## src/rtl/axis_pha_peak.sv

```systemverilog
// axis_pha_peak
// Pulse-height peak detector for an AXI-Stream ADC sample stream. Each accepted
// sample is compared with the one before it. A rise followed by the first drop
// marks a peak, and the peak value is the sample taken just before the drop.
// After a peak the detector waits out a dead time. An in-window peak height is
// then offered on the master stream. If the master stream is still holding an
// earlier, unaccepted result, the new result is dropped and counted.
//
// Build option:
//   AXIS_PHA_BASELINE_EN  when defined, cfg_baseline is added and the result
//                         becomes (peak - cfg_baseline). The subtraction is
//                         clamped to the range [0, max positive].
//
// Ports:
//   aclk, aresetn      clock (rising edge), synchronous active-low reset
//   cfg_min, cfg_max   signed inclusive window for accepted results
//   cfg_delay          dead time after a peak, counted in accepted samples
//   cfg_baseline       signed baseline (only with AXIS_PHA_BASELINE_EN)
//   s_axis_*           sample input; always ready while out of reset
//   m_axis_*           peak height output with valid/ready hold semantics
//   sts_drops          saturating count of results lost to a busy output
//
// state | meaning
// IDLE  | waiting for a sample greater than the previous one
// RISE  | signal rising or flat; first drop emits prev as the peak
// DEAD  | dead time after a peak; counts accepted samples down to zero
module axis_pha_peak #(
   parameter int AXIS_TDATA_WIDTH = 16,
   parameter int CNTR_WIDTH       = 16
) (
   input  logic                        aclk,
   input  logic                        aresetn,
   input  logic [AXIS_TDATA_WIDTH-1:0] cfg_min,
   input  logic [AXIS_TDATA_WIDTH-1:0] cfg_max,
   input  logic [CNTR_WIDTH-1:0]       cfg_delay,
`ifdef AXIS_PHA_BASELINE_EN
   input  logic [AXIS_TDATA_WIDTH-1:0] cfg_baseline,
`endif
   output logic                        s_axis_tready,
   input  logic [AXIS_TDATA_WIDTH-1:0] s_axis_tdata,
   input  logic                        s_axis_tvalid,
   input  logic                        m_axis_tready,
   output logic [AXIS_TDATA_WIDTH-1:0] m_axis_tdata,
   output logic                        m_axis_tvalid,
   output logic [CNTR_WIDTH-1:0]       sts_drops
);

   localparam int W = AXIS_TDATA_WIDTH;

   typedef enum logic [1:0] {IDLE, RISE, DEAD} state_t;

   state_t                 state;
   logic signed [W-1:0]    cur;
   logic signed [W-1:0]    prev;
   logic                   cur_new;
   logic [CNTR_WIDTH-1:0]  cnt;
   logic [W-1:0]           out_data;
   logic                   out_valid;
   logic [CNTR_WIDTH-1:0]  drops;

   logic                   accept;
   logic                   peak_evt;
   logic                   in_win;
   logic                   emit;
   logic                   hs;
   logic signed [W-1:0]    result;

   assign accept = s_axis_tvalid & aresetn;

`ifdef AXIS_PHA_BASELINE_EN
   localparam logic signed [W:0] MAX_POS = {2'b00, {(W-1){1'b1}}};
   logic signed [W:0] diff;
   always_comb begin
      diff = {prev[W-1], prev} - {cfg_baseline[W-1], cfg_baseline};
      if (diff < 0)
         result = '0;
      else if (diff > MAX_POS)
         result = MAX_POS[W-1:0];
      else
         result = diff[W-1:0];
   end
`else
   assign result = prev;
`endif

   // The FSM works one cycle behind the sample handshake. cur_new marks the cycle
   // in which cur and prev hold a newly accepted pair.
   assign peak_evt = cur_new && (state == RISE) && (cur < prev);
   assign in_win   = (result >= $signed(cfg_min)) && (result <= $signed(cfg_max));
   assign emit     = peak_evt && in_win;
   assign hs       = out_valid & m_axis_tready;

   always_ff @(posedge aclk) begin
      if (!aresetn) begin
         state     <= IDLE;
         cur       <= '0;
         prev      <= '0;
         cur_new   <= 1'b0;
         cnt       <= '0;
         out_data  <= '0;
         out_valid <= 1'b0;
         drops     <= '0;
      end else begin
         cur_new <= accept;
         if (accept) begin
            prev <= cur;
            cur  <= s_axis_tdata;
         end

         if (cur_new) begin
            case (state)
               IDLE: if (cur > prev) state <= RISE;
               RISE: if (cur < prev) begin
                  state <= DEAD;
                  cnt   <= cfg_delay;
               end
               DEAD: if (cnt == '0) state <= IDLE;
                     else           cnt   <= cnt - 1'b1;
               default: state <= IDLE;
            endcase
         end

         // A result that lands in the same cycle as a handshake takes the freed slot.
         if (emit) begin
            if (!out_valid || hs) begin
               out_valid <= 1'b1;
               out_data  <= result;
            end else if (drops != '1) begin
               drops <= drops + 1'b1;
            end
         end else if (hs) begin
            out_valid <= 1'b0;
         end
      end
   end

   // The reset is synchronous, so the registers clear only on the next edge.
   // Gating the outputs with aresetn makes them read 0 for the whole time
   // aresetn is low, including the part of the cycle before that edge.
   assign s_axis_tready = aresetn;
   assign m_axis_tvalid = out_valid & aresetn;
   assign m_axis_tdata  = aresetn ? out_data : '0;
   assign sts_drops     = aresetn ? drops : '0;

endmodule

```

## config.mk

```make
export PLATFORM = sky130hd
export DESIGN_NAME = axis_pha_peak
export DESIGN_NICKNAME = d
export VERILOG_FILES = /design/src/rtl/axis_pha_peak.sv
export SDC_FILE = /design/constraint.sdc
export NUM_CORES = 1
export LEC_CHECK = 0
export ABC_AREA = 1
export CORE_MARGIN = 10
export CORE_UTILIZATION = 25
export CTS_BUF_LIST = sky130_fd_sc_hd__clkbuf_4 sky130_fd_sc_hd__clkbuf_8
export DETAILED_ROUTE_END_ITERATION = 10
export PLACE_DENSITY = 0.44
export SYNTH_ARGS = -nofsm -noshare
export SYNTH_HDL_FRONTEND = slang
export SYNTH_SLANG_ARGS = --single-unit
```

## constraint.sdc

```tcl
create_clock -name aclk -period 3.7 [get_ports aclk]
set_clock_uncertainty 0.05 [all_clocks]
set_input_delay 0.74 -clock aclk [delete_from_list [all_inputs] [get_ports aclk]]
set_output_delay 0.74 -clock aclk [all_outputs]
set_load 0.05 [all_outputs]
```

Word level (Yosys, flattened, before mapping):

Index checks and enable logic that the tools add are counted.

* bits in registers: 84
* input port bits: 68

* add/subtract/negate cells: 2
* $lt $le $gt $ge: 4
* equality and inequality tests: 8
* mux-type cells: 12
* bitwise logic cells: 4
* reductions and logical operators: 15

Operators by type and width (count)
* 2-to-1 mux 16 bit: 4
* case mux 16 bit (2 select lines): 1
* adder 16 x 1 -> 16 bit, second input constant: 1
* >= comparator 16 bit: 1
* > comparator 16 bit: 1
* <= comparator 16 bit: 1
* zero test 16 bit: 1
* < comparator 16 bit: 1
* inequality test 16 bit, second input constant: 1
* subtractor 16 x 1 -> 16 bit, second input constant: 1
* AND reduction 4 bit: 2
* 2-to-1 mux 2 bit: 3
* inequality test 2 bit, second input constant: 3
* case mux 2 bit (3 select lines): 1
* logical AND 1 bit: 4
* inequality test 2 x 1 -> 1 bit, second input constant: 2
* AND reduction 2 bit: 2
* nonzero test 2 bit: 2
* bitwise AND 1 bit: 3
* 2-to-1 mux 1 bit: 3
* AND reduction 3 bit: 1
* equality test 2 x 1 -> 1 bit, second input constant: 1
* equality test 2 bit, second input constant: 1
* zero test 2 bit: 1
* other kinds (3): 3

Depth between registers and ports, before layout:

* word-level depth: 6
* gate-level depth with buffers: 20

Worst setup path after synthesis:

OpenSTA, ideal clock, no wires.

* path kind: input to register
* start: input cfg_min[15]
* end: register out_data[10]
* setup time: 113 ps
* data arrival time: 2301 ps
* required time: 3537 ps
* path slack: 1236 ps
* stages: 16
* buffers on the path: 1
* cells stage by stage: inv_1 -> ha_1 -> nand2_1 -> nor2_2 -> nand2_2 -> nor2_2 -> nand2_1 -> nand3_1 -> nand2_1 -> nand3_2 -> nand3_2 -> nor2_4 -> nand2_4 -> buf_2 -> nor2_1 -> nor2_1

* word-level cells in the longest chain between the ends: 4

Ends and longest elaborated chain
* start, declared: line 33 `input logic [AXIS_TDATA_WIDTH-1:0] cfg_min,`
* >= comparator 16 bit: line 89 `assign in_win = (result >= $signed(cfg_min)) && (result <= $signed(cfg_max));`
* logical AND 1 bit: line 89
* logical AND 1 bit: line 90 `assign emit = peak_evt && in_win;`
* AND reduction 2 bit (no source line)
* end signal, assigned: line 127 `out_data <= result;`
* end, declared: line 57 `logic [W-1:0] out_data;`

Every way passes these cells.
A chain may end at the register's enable or synchronous reset.

Final worst setup path:

* start: input aresetn
* end: output m_axis_tdata[0]

* word-level cells in the longest chain between the ends: 1

Ends and longest elaborated chain
* start, declared: line 32 `input logic aresetn,`
* 2-to-1 mux 16 bit: line 142 `assign m_axis_tdata = aresetn ? out_data : '0;`
* end, declared: line 43 `output logic [AXIS_TDATA_WIDTH-1:0] m_axis_tdata,`

Every way passes these cells.

==> impl_metrics.env <==
export IMPL_status="completed"
export IMPL_yosysWarnings=0
export IMPL_synth_area_per_cell_um2=6.24
export IMPL_arrival_ns=2.12
export IMPL_dieHeight_um=170
export IMPL_finalCritPeriodShare_pct=78.7
export IMPL_antenna_found_initial=0
export IMPL_grt_max_degree=66
export IMPL_final_common_cell="nand2_1"
export IMPL_postLayoutCellArea_um2=7180
export IMPL_total_leakage_power_nw=3.62
export IMPL_antenna_left=0
export IMPL_place_congestion=0.799
export IMPL_critPathKind="input pin to output port"
export IMPL_synth_edf_count=0
export IMPL_hold_class="flop to flop"
export IMPL_hpwl_mm=12.3
export IMPL_antenna_diode_count=0
export IMPL_cts_hold_buf=0
export IMPL_finalMaxSlewViolations=0
export IMPL_tightestPinTransition_ns=0.668
export IMPL_postCtsSetupBuffers=0
export IMPL_hold_depth=2
export IMPL_max_cap_violations=0
export IMPL_cellPowerDensity_nw_per_um2=294
export IMPL_syn_nets=1024
export IMPL_setup_viol=0
export IMPL_synth_ff_latch_count=84
export IMPL_wl_per_cell_um=12.5
export IMPL_via_per_inst=4.27
export IMPL_worstSkewPairLatency_ns=0.38
export IMPL_via_count=5477
export IMPL_htreeDepth=3
export IMPL_ios=102
export IMPL_grt_pass1_vias=5341
export IMPL_die_area_um2=29000
export IMPL_initial_core_util_pct=25.6
export IMPL_numCtsBuffers=9
export IMPL_cts_path_max_buffers=2
export IMPL_root_buffer="clkbuf_8"
export IMPL_drtIter0Drc=279
export IMPL_track_usage_pct=11.5
export IMPL_dpl_cell_count=1268
export IMPL_drt_total_wl_mm=16.0
export IMPL_finalSetupTns_ns=0
export IMPL_overflow=0
export IMPL_finalHoldViolCount=0
export IMPL_placed_cell_area_um2=6950
export IMPL_grt_first_pass_wirelength_mm=27.0
export IMPL_rr_worst_depth=15
export IMPL_rsz0062_at_grt="false"
export IMPL_cts_tree="yes"
export IMPL_cts_repair_resized=0
export IMPL_netlist_area_um2=5650
export IMPL_crit_required_ns=2.91
export IMPL_die_x_um=170
export IMPL_rows=54
export IMPL_worst_ir_drop_vdd_mv=0.196
export IMPL_fmax_mhz=343
export IMPL_mostFrequentLayoutCells="269 x nand2_1, 170 x inv_1, 105 x nor2_1"
export IMPL_drc=0
export IMPL_area_growth_pct=27.1
export IMPL_fin_util_pct=32.6
export IMPL_cp_end_kind="output port"
export IMPL_drive_gt1_share_pct=4.28
export IMPL_coreArea_um2=22000
export IMPL_fin_cells=1284
export IMPL_async_flop_share_pct=0
export IMPL_port_buffer_count=101
export IMPL_ys_types=37
export IMPL_clock_sinks=84
export IMPL_seq_area_frac_synth_pct=29.8
export IMPL_finalPower_mw=2.11
export IMPL_synthFlopType="dfxtp_1"
export IMPL_first_pass_iters=5
export IMPL_syn_inst=906
export IMPL_layout_nets=1117
export IMPL_min_period_ns=2.91
export IMPL_cts_clk_slew_worst_paths_ns=0.09
export IMPL_start_kind="input pin"
export IMPL_max_slew_margin_rel_pct=55.4
export IMPL_critPathMaxFanout=65
## final cells by class
type	count	area [um2]
clock buffers	11	139
clock inverters	5	85.1
fillers	2487	14800
inverters	171	642
multi-input cells	620	3170
flip-flops and latches	84	1680
well taps	280	350
repair buffers	113	1110
## report_power, final
group | switching (mW) | internal [mW]
Clock | 0.382 | 0.400
Sequential | 0.0241 | 0.926
Combinational | 0.208 | 0.167
Total | 0.614 | 1.49
## registers in the layout, summed over array words and instances (netlist names)
signal / cells
out_data: 16
prev: 16
out_valid: 1
cur: 16
cur_new: 1
drops: 16
cnt: 16
state: 2
## critical path, cell delays in order
cell             delay (ns)
buf_2                  0.11
buf_12                 0.23
nand2_1                0.09
inv_1                  0.07
clkdlybuf4s50_1        0.80
## synth_stat cells, types with 2 or more instances
cell / instances / area (um2)
ha_1: 50 / 626
buf_2: 6 / 30.0
clkbuf_1: 19 / 71.3
o21bai_1: 3 / 22.5
nor2_2: 3 / 18.8
buf_6: 2 / 22.5
o21ai_0: 26 / 130
nor3_1: 6 / 30.0
a31oi_1: 2 / 12.5
nand2_1: 269 / 1010
nor4_1: 7 / 43.8
dfxtp_1: 84 / 1680
nor2_1: 105 / 394
o22ai_1: 2 / 12.5
nand3_1: 24 / 120
buf_4: 4 / 30.0
inv_1: 170 / 638
xor2_1: 3 / 26.3
nand3_2: 3 / 30.0
a21oi_1: 65 / 325
nand4_1: 35 / 219
nor2_4: 3 / 33.8
## stage by stage
| stage | setup slack [ns] | hold WS [ns] |
|---|---|---|
| floorplan | 1.24 | 0.395 |
| global placement | 0.501 | 0.407 |
| detailed placement | 0.423 | 0.410 |
| CTS | 0.764 | 0.424 |
| global route | 0.529 | 0.453 |
| finish | 0.787 | 0.421 |
## cells by family after synthesis
family	Yosys count	synth area share, %
xor+xnor	4	0.620
fa+ha+maj	50	11.1
buf+inv	202	14.1
compound gates	105	9.88
flops	84	29.8
simple gates	461	34.6
## worst paths after layout
kind,from,to,slack [ns]
max,aresetn,m_axis_tdata[0],0.79
min,cur[0],cur[0],0.42
max reg2reg,prev[15],cnt[12],0.86
min reg2reg,cur[0],cur[0],0.42
## metal layers
layer | vias up | track usage, % | share of wire [%]
li1 | 3021 | - | -
met1 | 2362 | 15.0 | 50
met2 | 86 | 18.3 | 44
met3 | 8 | 3.35 | 5.1
met4 | 0 | 2.29 | 0.67
met5 | - | 0 | 0
Note: power is estimated with default switching activity, not from simulation.
